--- config.mk ---
export PLATFORM = sky130hd
export DESIGN_NAME = uart_rx_cfg
export DESIGN_NICKNAME = d
export VERILOG_FILES = /design/src/rtl/uart_rx_cfg.sv
export SDC_FILE = /design/constraint.sdc
export NUM_CORES = 1
export LEC_CHECK = 0
export BUFFER_PORTS_ARGS = -buffer_cell sky130_fd_sc_hd__buf_2
export CAP_MARGIN = 25
export CORE_AREA = 2 2 75 77
export CTS_CLUSTER_SIZE = 28
export DETAILED_ROUTE_END_ITERATION = 10
export DIE_AREA = 0 0 77 79
export MAX_ROUTING_LAYER = met4
export PLACE_DENSITY_LB_ADDON = 0.12
export RECOVER_POWER = 25
export SYNTH_ARGS = -nofsm -noshare
export SYNTH_HDL_FRONTEND = slang
export SYNTH_SLANG_ARGS = --single-unit
--- constraint.sdc ---
create_clock -name i_clk -period 3.3 [get_ports i_clk]
set_input_delay 0.66 -clock i_clk [delete_from_list [all_inputs] [get_ports i_clk]]
set_output_delay 0.66 -clock i_clk [all_outputs]
set_load 0.01 [all_outputs]
--- src/rtl/uart_rx_cfg.sv ---
// uart_rx_cfg -- configurable UART receiver with a ready/valid output.
//
// Optional feature: define UART_RX_PARITY_EN to add the i_parity port and
// the PARITY state. Without it, o_parity_err is tied low.
//
// Parameters
//   DATA_BITS  data bits per frame (5..9)
//   STOP_BITS  stop bits checked per frame (1 or 2)
// Ports
//   i_clk        system clock (23.04 MHz)
//   i_rst        asynchronous active-low reset
//   i_baud       baud select, latched at the start edge:
//                0..5 = 100/200/400/600/1200/2400 clocks per bit,
//                6/7  = 4800 clocks per bit
//   i_parity     (UART_RX_PARITY_EN only) 0/3 none, 1 even, 2 odd;
//                latched at the start edge
//   i_rx         serial line, idle high
//   i_ready      consumer accepts o_data while o_valid is high
//   o_data       received character, first line bit in the LSB
//   o_valid      o_data holds an unconsumed character
//   o_frame_err  a stop bit was sampled low for the held character
//   o_parity_err parity mismatch for the held character
//   o_overrun    sticky: a frame was dropped while o_valid was high
//   o_busy       receive FSM is not idle
module uart_rx_cfg #(
  parameter int DATA_BITS = 8,
  parameter int STOP_BITS = 1
) (
  input  logic                 i_clk,
  input  logic                 i_rst,
  input  logic [2:0]           i_baud,
`ifdef UART_RX_PARITY_EN
  input  logic [1:0]           i_parity,
`endif
  input  logic                 i_rx,
  input  logic                 i_ready,
  output logic [DATA_BITS-1:0] o_data,
  output logic                 o_valid,
  output logic                 o_frame_err,
  output logic                 o_parity_err,
  output logic                 o_overrun,
  output logic                 o_busy
);

  typedef enum logic [2:0] {
    S_IDLE,
    S_START,
    S_DATA,
`ifdef UART_RX_PARITY_EN
    S_PARITY,
`endif
    S_STOP
  } state_t;

  state_t                state_q, state_d;
  logic [12:0]           cnt_q, cnt_d;
  logic [3:0]            bit_q, bit_d;
  logic [2:0]            baud_q, baud_d;
  logic                  smp0_q, smp0_d;
  logic                  smp1_q, smp1_d;
  logic [DATA_BITS-1:0]  shift_q, shift_d;
  logic                  fe_q, fe_d;
  logic [DATA_BITS-1:0]  data_q, data_d;
  logic                  valid_q, valid_d;
  logic                  ferr_q, ferr_d;
  logic                  perr_q, perr_d;
  logic                  ovr_q, ovr_d;
`ifdef UART_RX_PARITY_EN
  logic [1:0]            par_q, par_d;
  logic                  pe_q, pe_d;
`endif

  // Synchronizer plus one extra stage for falling-edge detection.
  logic rx_s1_q, rx_s2_q, rx_prev_q;

  logic [12:0] period, half;
  logic        fall, at_s0, at_s1, at_vote, vote, fe_now, done;

  always_comb begin
    case (baud_q)
      3'd0:    period = 13'd100;
      3'd1:    period = 13'd200;
      3'd2:    period = 13'd400;
      3'd3:    period = 13'd600;
      3'd4:    period = 13'd1200;
      3'd5:    period = 13'd2400;
      default: period = 13'd4800;
    endcase
  end

  assign half    = period >> 1;
  assign fall    = rx_prev_q & ~rx_s2_q;
  assign at_s0   = (cnt_q == half - 13'd1);
  assign at_s1   = (cnt_q == half);
  assign at_vote = (cnt_q == half + 13'd1);
  // 2-of-3 over the two stored samples and the current one.
  assign vote    = (smp0_q & smp1_q) | (smp0_q & rx_s2_q) | (smp1_q & rx_s2_q);

  // One modulo-period counter spans the whole frame: the edge cycle is
  // count 0, so every bit is voted at count half+1 of its own period.
  always_comb begin
    state_d = state_q;
    cnt_d   = cnt_q;
    bit_d   = bit_q;
    baud_d  = baud_q;
    smp0_d  = smp0_q;
    smp1_d  = smp1_q;
    shift_d = shift_q;
    fe_d    = fe_q;
    fe_now  = fe_q;
    done    = 1'b0;
`ifdef UART_RX_PARITY_EN
    par_d   = par_q;
    pe_d    = pe_q;
`endif

    if (state_q != S_IDLE) begin
      cnt_d = (cnt_q == period - 13'd1) ? 13'd0 : cnt_q + 13'd1;
      if (at_s0) smp0_d = rx_s2_q;
      if (at_s1) smp1_d = rx_s2_q;
    end

    case (state_q)
      S_IDLE: begin
        if (fall) begin
          state_d = S_START;
          cnt_d   = 13'd1;
          bit_d   = 4'd0;
          baud_d  = i_baud;
          fe_d    = 1'b0;
`ifdef UART_RX_PARITY_EN
          par_d   = i_parity;
          pe_d    = 1'b0;
`endif
        end
      end
      S_START: begin
        if (at_vote) begin
          if (vote) begin
            state_d = S_IDLE;     // false start: silently drop
            cnt_d   = 13'd0;
          end else begin
            state_d = S_DATA;
          end
        end
      end
      S_DATA: begin
        if (at_vote) begin
          shift_d = {vote, shift_q[DATA_BITS-1:1]};
          if (bit_q == 4'(DATA_BITS - 1)) begin
            bit_d = 4'd0;
`ifdef UART_RX_PARITY_EN
            state_d = (par_q == 2'd1 || par_q == 2'd2) ? S_PARITY : S_STOP;
`else
            state_d = S_STOP;
`endif
          end else begin
            bit_d = bit_q + 4'd1;
          end
        end
      end
`ifdef UART_RX_PARITY_EN
      S_PARITY: begin
        if (at_vote) begin
          // par_q[1] is set only for odd parity.
          pe_d    = ^shift_q ^ vote ^ par_q[1];
          state_d = S_STOP;
        end
      end
`endif
      S_STOP: begin
        if (at_vote) begin
          fe_now = fe_q | ~vote;
          fe_d   = fe_now;
          if (bit_q == 4'(STOP_BITS - 1)) begin
            state_d = S_IDLE;     // no wait for line high after an error
            cnt_d   = 13'd0;
            bit_d   = 4'd0;
            done    = 1'b1;
          end else begin
            bit_d = bit_q + 4'd1;
          end
        end
      end
      default: state_d = S_IDLE;
    endcase
  end

  // Output holding register. A completing frame may reload it in the same
  // cycle the previous character is consumed.
  always_comb begin
    data_d  = data_q;
    valid_d = valid_q;
    ferr_d  = ferr_q;
    perr_d  = perr_q;
    ovr_d   = ovr_q;
    if (valid_q && i_ready) begin
      valid_d = 1'b0;
      ovr_d   = 1'b0;
    end
    if (done) begin
      if (!valid_q || i_ready) begin
        data_d  = shift_q;
        ferr_d  = fe_now;
`ifdef UART_RX_PARITY_EN
        perr_d  = pe_q;
`else
        perr_d  = 1'b0;
`endif
        valid_d = 1'b1;
      end else begin
        ovr_d   = 1'b1;
      end
    end
  end

  always_ff @(posedge i_clk or negedge i_rst) begin
    if (!i_rst) begin
      rx_s1_q   <= 1'b1;
      rx_s2_q   <= 1'b1;
      rx_prev_q <= 1'b1;
      state_q   <= S_IDLE;
      cnt_q     <= '0;
      bit_q     <= '0;
      baud_q    <= '0;
      smp0_q    <= 1'b1;
      smp1_q    <= 1'b1;
      shift_q   <= '0;
      fe_q      <= 1'b0;
      data_q    <= '0;
      valid_q   <= 1'b0;
      ferr_q    <= 1'b0;
      perr_q    <= 1'b0;
      ovr_q     <= 1'b0;
`ifdef UART_RX_PARITY_EN
      par_q     <= '0;
      pe_q      <= 1'b0;
`endif
    end else begin
      rx_s1_q   <= i_rx;
      rx_s2_q   <= rx_s1_q;
      rx_prev_q <= rx_s2_q;
      state_q   <= state_d;
      cnt_q     <= cnt_d;
      bit_q     <= bit_d;
      baud_q    <= baud_d;
      smp0_q    <= smp0_d;
      smp1_q    <= smp1_d;
      shift_q   <= shift_d;
      fe_q      <= fe_d;
      data_q    <= data_d;
      valid_q   <= valid_d;
      ferr_q    <= ferr_d;
      perr_q    <= perr_d;
      ovr_q     <= ovr_d;
`ifdef UART_RX_PARITY_EN
      par_q     <= par_d;
      pe_q      <= pe_d;
`endif
    end
  end

  assign o_data       = data_q;
  assign o_valid      = valid_q;
  assign o_frame_err  = ferr_q;
  assign o_parity_err = perr_q;
  assign o_overrun    = ovr_q;
  assign o_busy       = (state_q != S_IDLE);

endmodule
Word level (Yosys, flattened, before mapping)

Cells that the tools add are included.

Add/sub/neg operators: 5
Bitwise gates (word level): 9
Reductions and logical operators: 17
Equality and inequality tests: 19
Mux-type cells: 36

Operator list:

| cell                    | number |
|---|---|
| $mux W13                | 7 |
| $pmux W13 S6            | 1 |
| $eq A13 B13 Y1          | 3 |
| $pmux W13 S3            | 1 |
| $mux W4                 | 5 |
| $mux W3                 | 6 |
| $add A12 B1 Y13 const B | 1 |
| $add A13 B1 Y13 const B | 1 |
| $eq A13 B12 Y1          | 1 |
| $sub A12 B1 Y13 const B | 1 |
| $sub A13 B1 Y13 const B | 1 |
| $eq A3 B2 Y1 const B    | 4 |
| $mux W1                 | 12 |
| $ne A2 B2 Y1 const B    | 6 |
| $pmux W3 S4             | 1 |
| $pmux W4 S3             | 1 |
| $reduce_and A2 Y1       | 6 |
| $eq A3 B1 Y1 const B    | 2 |
| $eq A3 B3 Y1 const B    | 2 |
| $logic_not A3 Y1        | 2 |
| $reduce_and A6 Y1       | 1 |
| $reduce_bool A3 Y1      | 2 |
| $add A4 B1 Y4 const B   | 1 |
| $and A1 B1 Y1           | 4 |
| other kinds (11)        | 14 |

Bits of input ports: 7
Register bits after elaboration: 48
Logic and storage cells: 101
Output and inout bits: 13

Longest topological paths before layout

Gate-level depths: netlist (run 1).

Depth in word-level cells: 9
Gate-level depth with buffers: 12

Worst setup path after synthesis (run 1)

Ideal clock, no wire load.

Kind: register -> register
From: register baud_q[0]
To: register cnt_q[2]
Period minus slack after synthesis: 2672 ps
Slack: 628 ps
Stages on the path, launching flop included: 11
Data arrival time: 2594 ps
Required time: 3223 ps
Buffers on the path: 3
Setup time: 77 ps
Cells stage by stage: dfrtp_1 -> buf_2 -> buf_2 -> buf_1 -> nand2_1 -> ha_1 -> xnor2_1 -> mux4_2 -> and3_1 -> or3_1 -> a21oi_1

Word-level cells in the longest chain between the ends: 9
Elaborated cells between the ends (all ways): 19

Ends and longest elaborated chain:

| element                                    | RTL line | source |
|---|---|---|
| start, declared                            | 58       | `logic [2:0] baud_q, baud_d;` |
| start signal, assigned                     | 246      | `baud_q <= baud_d;` |
| $eq A3 B3 Y1, or another cell as far along | 80       | `case (baud_q)` |
| $pmux W13 S6 *                             | 80       |  |
| $sub A13 B1 Y13                            | 118      | `cnt_d = (cnt_q == period - 13'd1) ? 13'd0 : cnt_q + 13'd1;` |
| $eq A13 B13 Y1                             | 118      |  |
| $mux W13                                   | 118      |  |
| $mux W13                                   | 117      | `if (state_q != S_IDLE) begin` |
| $mux W13 (on tied branches)                | 175, 139 |  |
| $mux W13 (on tied branches)                | 172, 138 |  |
| $pmux W13 S3 *                             | 123      | `case (state_q)` |
| net cnt_d[2]                               | 56       | `logic [12:0] cnt_q, cnt_d;` |
| end signal, assigned                       | 244      | `cnt_q <= cnt_d;` |
| end, declared                              | 56       |  |

The timed path passes the listed nets; every way through them passes the cells marked *.
A chain may end at the register's enable or synchronous reset.

Worst setup path after layout (run 1)

From: register baud_q[0]
To: register data_q[1], in the netlist o_data[1]

Word-level cells in the longest chain between the ends: 7
Elaborated cells between the ends (all ways): 12

Ends and longest elaborated chain:

| element                                    | RTL line | source |
|---|---|---|
| $eq A3 B3 Y1, or another cell as far along | 80       |  |
| $pmux W13 S6 *                             | 80       |  |
| $add A12 B1 Y13 *                          | 95       | `assign at_vote = (cnt_q == half + 13'd1);` |
| $eq A13 B13 Y1 *                           | 95       |  |
| $mux W1 *                                  | 172      | `if (at_vote) begin` |
| $mux W1 *                                  | 123      |  |
| $reduce_and A2 Y1 (no source line) *       | n/a      |  |
| end signal, assigned                       | 251      | `data_q <= data_d;` |
| end, declared                              | 63       | `logic [DATA_BITS-1:0] data_q, data_d;` |

Mark *: on every way between the ends. The rest lies on a longest branch, timed or not.

==> metrics.md, run 1 <==
| Metric | Value |
|---|---|
| DIE AREA | 6080 sq um |
| Setup Fix Bufs, Post-CTS | 0 |
| Final min period | a little under 3 ns |
| Syn Nets | 324 |
| Worst Reg-to-Reg Cells | 7 |
| Sw Ratio | 0.410 |
| Reg clk slew, reported paths | 0.09 ns |
| Critical path's largest stage delay | between 0.6 and 0.7 ns |
| Critical Path Start | baud_q[0] |
| Post-Place Cell Area | 3100 sq um |
| TritonCTS sink count | 47 |
| Worst r2r src | baud_q[0] |
| Required time of the critical path | about 3.5 ns |
| CP Cell Sequence | nand2b_1, o311a_1, a211o_1, nor4b_4, and2_1, nand3_4, mux2_4 |
| Vias | 2313 |
| RSZ-0062 raised after global routing | no |
| Post-route ant nets | 0 |
| Sequential share of power | 0.363 |
| HPWL Detailed | 4350 um |
| Post-synthesis cell type count | ~70 |
| CTS tree | done |
| Outcome | finished, violations left |
| EDFF count, synth | 0 |
| Worst R2R End | o_data[1] |
| Total Routing Usage GR | 0.225 |
| Die Wd | slightly below 80 um |
| # hold bufs at CTS | 0 |
| Setup-failing EPs final | 0 |
| First-pass GRT wire length | 10600 um |
| First-pass DRT Iterations | 4 |
| Pin slew with the least headroom to its limit | 2.19 ns |
| Synth warn | 0 |
| Maximum buffer depth of the clock tree | 2 |
| Yosys reg bits | 47 |
| Row cnt | 27 |
| Slowest stage cell, crit path | dfrtp_1 |
| Worst Setup End Kind | register |
| CP Max Fanout | 17 |
| DR iter-0 viols | 154 |
| Clock root cell | clkbuf_8 |
| Post-route clock period utilization | 0.885 |
| Quantity of gates resized following cts | 0 |
| Combinational share of power | 0.452 |
| Post-synthesis cell count | 309 |
| Later-pin clock latency in the skew report | 0.30 ns |
| Mapped Area | about 3000 sq um |
| Peak supply drop | 417 uV |
| Area Overhead vs Synth | 7.35% |
| Setup slack, reg-to-reg | 0.38 ns |
| Num CTS Buffers | 5 |
| Pwr Total | 1.99 mW |
| Crit start category | register |
| Diodes inserted | 0 |
| Post-synthesis sequential area ratio | 0.397 |
| Slew Limit Headroom | -0.457 |
| RD Place Congestion | between 0.9 and 1 |
| Vias in the first global route | approximately 2200 |
| Drt drc | 0 |
| Wire per inst | 15.3 um |
| Slew Limit Fails | 44 |
| Die H | 79 um |
| Endpoints failing hold | 0 |
| Hold Worst Slack | 0.186 ns |
| Final instance area | 3200 sq um |
| Max-cap violation count | 1 |
| Crit path DAT | 3.11 ns |
| Starting Density | 0.558 |
| Port bufs | 18 |
| Violated checks | max-capacitance violations, max-slew violations |
| Final Util | 0.599 |
| Pleak | around 1.5 nW |
| Antenna violations before repair | 0 |
| Fraction of layout cells with a size suffix above 1 | 0.172 |
| Final nets | 334 |
| Core Region | 5340 sq um |
| Via density | 5.90 |
| Internal power | ~1.2 mW |
| Worst hold path class | primary input to async pin |
| Gr ovfl total | 0 |
| H-tree depth | 2 |
| I/O Pins | 20 |
| Crit path kind | register to register |
| Clock network power share | 0.185 |
| Power per standard cell area | roughly 620 nW/um^2 |
| Fraction of registers with async set/reset | 1.00 |
| Largest net degree at the start of global routing | 48 |
| Net switching power | 0.818 mW |
| Final Skew | 0.0119 ns |
| Routed WL | 5980 um |
| Most used flip-flop cell after synthesis | dfrtp_1 |
| Setup TNS | 0 ns |
| Mapped Avg Cell Area | 9.65 sq um |
| Fmax achieved | ~0.34 GHz |
==> how the worst max path moves through the flow <==
stage / endpoint / cells past startpoint
floorplan: cnt_q[2] / 10
detailed placement: cnt_q[2] / 8
global route: shift_q[0] / 8
CTS: cnt_q[2] / 8
global placement: cnt_q[2] / 8
finish: o_data[1] / 7
==> synthesized netlist by cell type, types with 2 or more instances <==
cell type / number / area [sq um]
o2bb2ai_1: 2 / 17.5
buf_2: 6 / 30.0
nor3b_1: 2 / 15.0
a221oi_1: 3 / 26.3
nand2b_1: 5 / 31.3
mux2_4: 8 / 120
nand2_1: 26 / 97.6
nand3_1: 9 / 45.0
mux2_2: 5 / 56.3
and4_1: 2 / 17.5
and3_1: 5 / 31.3
a31oi_1: 4 / 25.0
mux2_1: 8 / 90.1
inv_1: 9 / 33.8
xor2_1: 13 / 114
a21oi_1: 15 / 75.1
a211o_1: 2 / 17.5
dfstp_2: 5 / 131
o31ai_1: 4 / 30.0
a21o_1: 2 / 15.0
nor2b_1: 6 / 37.5
nor3_1: 6 / 30.0
clkbuf_1: 12 / 45.0
mux2i_1: 5 / 50.1
ha_1: 8 / 100
o21ai_0: 12 / 60.1
o221ai_1: 3 / 26.3
and2_1: 4 / 25.0
o21ai_1: 2 / 10.0
dfrtp_1: 42 / 1050
nor2_1: 28 / 105
xnor2_1: 7 / 61.3
nand3b_1: 3 / 22.5
==> cell type report <==
type / instances / area [sq um]
fillers: 499 / 2140
well taps: 72 / 90.1
flip-flops and latches: 47 / 1180
repair buffers: 24 / 130
clock inverters: 2 / 13.8
clock buffers: 6 / 82.6
multi-input cells: 231 / 1660
inverters: 10 / 37.5
==> cells by family (layout without fill, tap and decap cells) <==
| group | Yosys count | after routing | share of synthesized area |
|---|---|---|---|
| simple gates | 111 | 111 | 0.203 |
| buf+inv | 31 | 42 | 0.0453 |
| mux | 27 | 27 | 0.114 |
| other cells | 1 | 1 | 0.00126 |
| flops | 47 | 47 | 0.397 |
| compound gates | 64 | 64 | 0.148 |
| xor+xnor | 20 | 20 | 0.0588 |
| fa+ha+maj | 8 | 8 | 0.0336 |
==> metal layers <==
metal	part of all wire	track usage	vias to the layer above
li1	-	-	1118
met1	0.49	0.316	1130
met2	0.45	0.332	61
met3	0.056	0.0489	4
met4	0.0092	0.0607	0
met5	0	-	-
==> state kept, by name, summed over array words and instances, names as in the netlist, 2 cells and up <==
register	flops
cnt_q	13
o_data	8
shift_q	8
bit_q	4
baud_q	3
state_q	2
==> critical path, delay by kind of cell (launching register included) <==
kind	cells	cell delay, ns
AOI/OAI and AO/OA	2	0.64
DFF	1	0.64
muxes	1	0.35
and+or+nand+nor	4	1.19
==> stage by stage <==
step	setup WS [ns]	instances
after floorplan	0.628	309
after global routing	0.110	392
after global placement	0.466	383
after detailed placement	0.391	383
final	0.381	392
after CTS	0.385	391
==> cell usage in the layout (no fill, tap or decap), types with 6 or more instances in the layout <==
cell	count
clkbuf_8	6
o21ai_0	12
xnor2_1	7
mux2_1	8
mux2_4	8
nor3_1	6
nor2_1	28
buf_2	17
ha_1	8
nand2_1	26
a21oi_1	15
inv_1	9
dfrtp_1	42
nor2b_1	6
xor2_1	13
nand3_1	9
==> power by group through the flow <==
stage / Clock, mW / Sequential, mW / Combinational [mW]
final: 0.369 / 0.724 / 0.900
after global routing: 0.408 / 0.738 / 1.00
after CTS: 0.383 / 0.722 / 0.900
after detailed placement: 0 / 0.733 / 0.893
after global placement: 0 / 0.731 / 0.884
after floorplan: 0 / 0.675 / 0.757
No activity file was read; power rests on OpenSTA's default activity.
==> run 2: changes to the inputs <==
--- a/config.mk
+++ b/config.mk
@@ -8,8 +8,8 @@
 export BUFFER_PORTS_ARGS = -buffer_cell sky130_fd_sc_hd__buf_2
 export CAP_MARGIN = 25
-export CORE_AREA = 2 2 75 77
+export CORE_AREA = 2 2 102 104
 export CTS_CLUSTER_SIZE = 28
 export DETAILED_ROUTE_END_ITERATION = 10
-export DIE_AREA = 0 0 77 79
+export DIE_AREA = 0 0 104 106
 export MAX_ROUTING_LAYER = met4
 export PLACE_DENSITY_LB_ADDON = 0.12
==> constraint.sdc (replaced) <==
create_clock -name i_clk -period 3.3 [get_ports i_clk]
set_input_delay 0.165 -clock i_clk [delete_from_list [all_inputs] [get_ports i_clk]]
set_output_delay 0.165 -clock i_clk [all_outputs]
set_load 0.01 [all_outputs]
==> metrics.md, run 2 (same netlist as run 1, synthesis figures left out) <==
| Metric | Value |
|---|---|
| Outcome | finished, violations left |
| Violated checks | max-capacitance violations, max-slew violations |
| Largest register FFs | 13 |
| Worst Reg-to-Reg Cells | 8 |
| RD Place Congestion | 0.786 |
| Hold Worst Slack | 0.0272 ns |
| Hold endpoint | o_overrun |
| Endpoints failing hold | 0 |
| Final instance area | 3330 sq um |
| Placed insts | 453 |
| RSZ-0062 raised after global routing | no |
| Routed WL | 6680 um |
| Reg with most FFs | cnt_q |
| Die H | 106 um |
| Quantity of gates resized following cts | 0 |
| Row cnt | 37 |
| Final nets | roughly 340 |
| Worst r2r src | baud_q[1] |
| Slew Limit Fails | 32 |
| DR iter-0 viols | 177 |
| Fin cells | 463 |
| Worst hold path class | primary input to register |
| Worst Setup End Kind | register |
| Largest net degree at the start of global routing | 32 |
| TritonCTS sink count | between 40 and 50 |
| Max-cap violation count | 1 |
| Post-route clock period utilization | 0.930 |
| Setup-failing EPs final | 0 |
| Num CTS Buffers | 5 |
| Area Overhead vs Synth | 11.7% |
| Gr ovfl total | 0 |
| Setup TNS | 0 ns |
| Later-pin clock latency in the skew report | 0.31 ns |
| # hold bufs at CTS | 2 |
| Vias in the first global route | 2203 |
| Setup Fix Bufs, Post-CTS | 0 |
| Via density | 4.91 |
| Crit start category | register |
| Vias | 2273 |
| Fraction of layout cells with a size suffix above 1 | 0.156 |
| First-pass DRT Iterations | 4 |
| Clock root cell | clkbuf_8 |
| Total Routing Usage GR | 0.131 |
| Crit path DAT | 3.30 ns |
| HPWL Detailed | 4870 um |
| Commonest cells after routing, fill and taps aside | dfrtp_1 (42), nor2_1 (28), nand2_1 (26) |
| Reg clk slew, reported paths | between 0.1 and 0.15 ns |
| CTS tree | done |
| CP Max Fanout | 14 |
| Hold Path Depth | 2 |
| Pwr Total | 2.07 mW |
| Starting Density | 0.298 |
| Antenna violations before repair | 0 |
| Pin slew with the least headroom to its limit | 1.76 ns |
| Required time of the critical path | between 3 and 4 ns |
| Worst R2R End | cnt_q[2] |
| Final min period | 3.07 ns |
| Peak supply drop | between 200 and 250 uV |
| Fmax achieved | 0.326 GHz |
| Hold Startpoint | i_ready |
| Most common cell after layout, fill and taps aside | dfrtp_1 |
| Post-route ant nets | 0 |
| H-tree depth | 2 |
| Die Wd | 104 um |
| Crit path kind | register to register |
| Post-Place Cell Area | approximately 3200 sq um |
| Maximum buffer depth of the clock tree | 2 |
| I/O Pins | 20 |
| Drt drc | 0 |
| Slew Limit Headroom | -0.176 |
| Setup slack, reg-to-reg | 0.23 ns |
| Pleak | about 1.5 nW |
| Wire per inst | 14.4 um |
| Diodes inserted | 0 |
| DIE AREA | roughly 11000 sq um |
| Final Skew | 0.0119 ns |
| Core Region | around 10000 sq um |
| First-pass GRT wire length | 11400 um |
| Port bufs | 18 |
| Power per standard cell area | 620 nW/um^2 |
==> run 2: changes by cell type in the layout (fill, tap and decap cells not counted) <==
cell,previous run,this run
clkinv_2,1,0
dlygate4sd3_1,0,2
buf_4,5,11
buf_2,17,8
clkinvlp_4,0,1
dfstp_1,0,1
clkbuf_8,6,5
inv_8,0,1
clkbuf_1,2,10
dfstp_2,5,4
==> run 2: report_power, final <==
group	switching (mW)	internal (mW)	leakage, nW
logic	0.549	0.398	0.816
registers	0.102	0.629	0.620
clock network	0.229	0.158	0.0467
total	0.880	1.18	1.48
==> run 2: final cells by class <==
type	instances	area, sq um
Tap cell	136	170
Timing Repair Buffer	31	180
Clock buffer	5	68.8
Sequential cell	47	1180
Multi-Input combinational cell	231	1660
Fill cell	1074	6670
Inverter	10	37.5
Clock inverter	3	27.5
==> run 2: how the worst max path moves through the flow <==
| stage | from | end | slack (ns) | cells after the start |
|---|---|---|---|---|
| after floorplan | baud_q[0] | cnt_q[2] | 0.63 | 10 |
| after global placement | baud_q[1] | cnt_q[2] | 0.24 | 8 |
| after detailed placement | baud_q[1] | cnt_q[2] | 0.30 | 8 |
| after CTS | baud_q[1] | cnt_q[2] | 0.26 | 8 |
| after global routing | baud_q[1] | cnt_q[7] | 0.007 | 10 |
| final | baud_q[1] | cnt_q[2] | 0.23 | 8 |
==> run 2: stage by stage <==
step | utilization | worst slack, ns
2_1_floorplan | - | 0.628
3_3_place_gp | 0.323 | 0.245
3_5_place_dp | 0.323 | 0.300
4_1_cts | 0.334 | 0.263
5_1_grt | 0.333 | 0.00706
6_report | 0.333 | 0.231
==> run 2: layer usage <==
layer  vias to the layer above  GRT usage  part of all wire
met5                         -          -                 0
met4                         0     0.0347             0.012
met3                         7     0.0221             0.026
met2                        33      0.202              0.45
met1                      1098      0.180              0.52
li1                       1135          -                 -
==> run 2: worst max-delay path: stages, from the launching register on <==
cell	delay, ns
dfrtp_1	0.56
nor2_1	0.49
nand2_1	0.20
ha_1	0.26
xnor2_1	0.23
mux4_2	0.52
and3_1	0.23
or3_1	0.36
a21oi_1	0.12
==> run 3: changes to the inputs <==
CORE_AREA = 2 2 90 92   (was 2 2 102 104)
DIE_AREA = 0 0 92 94   (was 0 0 104 106)
clock period = 2.6 ns   (was 3.3 ns; I/O delays follow)
==> metrics.md, run 3 (same netlist as run 1, synthesis figures left out) <==
| Metric | Value |
|---|---|
| Max-cap violation count | 0 |
| Diodes inserted | 0 |
| Final Skew | 0.00998 ns |
| Later-pin clock latency in the skew report | 0.31 ns |
| Area Overhead vs Synth | 15.9% |
| Final instance area | about 3500 sq um |
| Crit path kind | register to register |
| TritonCTS sink count | 47 |
| Footprint of the multi-input gates | 1680 sq um |
| Pin slew with the least headroom to its limit | roughly 0.88 ns |
| Largest net degree at the start of global routing | 34 |
| Maximum buffer depth of the clock tree | 2 |
| Num CTS Buffers | 5 |
| First-pass GRT wire length | between 10000 and 15000 um |
| Post-route ant nets | 0 |
| Fmax achieved | 0.396 GHz |
| Drt drc | 0 |
| Largest register FFs | 13 |
| Die Wd | 92 um |
| Pwr Total | 2.83 mW |
| Gr ovfl total | 0 |
| Worst Setup End Kind | register |
| Power per standard cell area | 818 nW/um^2 |
| Via density | approximately 5.4 |
| Reg with most FFs | cnt_q |
| Endpoints failing hold | 0 |
| Worst hold path class | primary input to register |
| Outcome | complete, no violations |
| HPWL Detailed | 4940 um |
| Starting Density | 0.392 |
| Pre-CTS WS | 0.0763 ns |
| RD Place Congestion | roughly 0.84 |
| Setup-failing EPs final | 0 |
| Post-Place Cell Area | 3320 sq um |
| Post-route clock period utilization | 0.971 |
| H-tree depth | 2 |
| Peak supply drop | 349 uV |
| Antenna violations before repair | 0 |
| Port bufs | 18 |
| Setup TNS | 0 ns |
| Commonest cells after routing, fill and taps aside | dfrtp_1 (40), nor2_1 (28), buf_4 (27) |
| Fraction of layout cells with a size suffix above 1 | 0.217 |
| Most common cell after layout, fill and taps aside | dfrtp_1 |
| DR iter-0 viols | ~120 |
| RSZ-0062 raised after global routing | yes |
| Final WS setup | 0.0748 ns |
| Fill count | 765 |
| Crit path DAT | 2.76 ns |
| Core Region | 7610 sq um |
| DIE AREA | ~8600 sq um |
| Slew Limit Fails | 0 |
| Wire per inst | 14.9 um |
| Reg area | about 1200 sq um |
| Clock root cell | clkbuf_8 |
| Final nets | 359 |
| CP Max Fanout | 9 |
| Total Routing Usage GR | 0.173 |
| CTS tree | done |
| First-pass DRT Iterations | 4 |
| Vias | approximately 2400 |
| Crit start category | register |
| Vias in the first global route | around 2300 |
| Pleak | around 1.6 nW |
| Die H | 94 um |
| Slew Limit Headroom | 0.413 |
| Required time of the critical path | ~2.8 ns |
| I/O Pins | 20 |
| Reg clk slew, reported paths | around 0.10 ns |
| Routed WL | 6670 um |
| Final min period | 2.53 ns |
| Row cnt | 32 |
[run 3: where the power goes]
part / internal [mW] / switching, mW / total [mW]
logic: 0.660 / 0.793 / 1.45
clock network: 0.200 / 0.296 / 0.496
registers: 0.804 / 0.0758 / 0.879
total: 1.66 / 1.16 / 2.83
[run 3: critical path: stages (launching register included)]
cell	delay [ns]
dfrtp_2	0.47
nor2_1	0.18
nand2_1	0.11
ha_1	0.25
xnor2_1	0.23
mux4_2	0.52
and3_1	0.21
or3_1	0.35
a21oi_1	0.13
[run 3: through the flow]
| stage | instances | utilization | hold slack, ns |
|---|---|---|---|
| after detailed placement | 435 | 0.436 | 0.0705 |
| after global placement | 435 | 0.436 | 0.0629 |
| final | 447 | 0.454 | 0.0478 |
| after floorplan | 309 | - | -0.166 |
| after global routing | 447 | 0.454 | 0.0473 |
| after CTS | 446 | 0.452 | 0.0400 |
[run 3: layout make-up]
type                    instances  share of cell area
repair buffers                 49              0.0956
flip-flops and latches         47               0.343
inverters                      10              0.0109
clock buffers                   5              0.0199
multi-input cells             231               0.486
clock inverters                 3             0.00797
well taps                     102              0.0369
[run 3: worst paths after layout]
path | start | end | slack [ns] | cells past startpoint
setup / recovery | baud_q[0] | cnt_q[2] | 0.07 | 8
hold / removal | i_baud[2] | baud_q[2] | 0.05 | 2
setup reg to reg | baud_q[0] | cnt_q[2] | 0.07 | 8
hold reg to reg | rx_s1_q | rx_s2_q | 0.36 | 0
max in group asynchronous | i_rst | cnt_q[9] | 1.21 | 3
min in group asynchronous | i_rst | state_q[1] | 0.44 | 2
[run 3: timing repair]
item | in CTS | in global routing
setup endpoints to repair | 0 | 25
buffers inserted | 0 | 1
hold endpoints to repair | 11 | 0
gates resized for setup | 0 | 7
hold buffers | 3 | 0
[run 3: layer usage]
metal	track usage	up-vias	part of all wire
met3	0.0289	4	0.033
met4	0.0498	0	0.0082
met5	-	-	0
li1	-	1170	-
met2	0.253	49	0.45
met1	0.247	1171	0.51
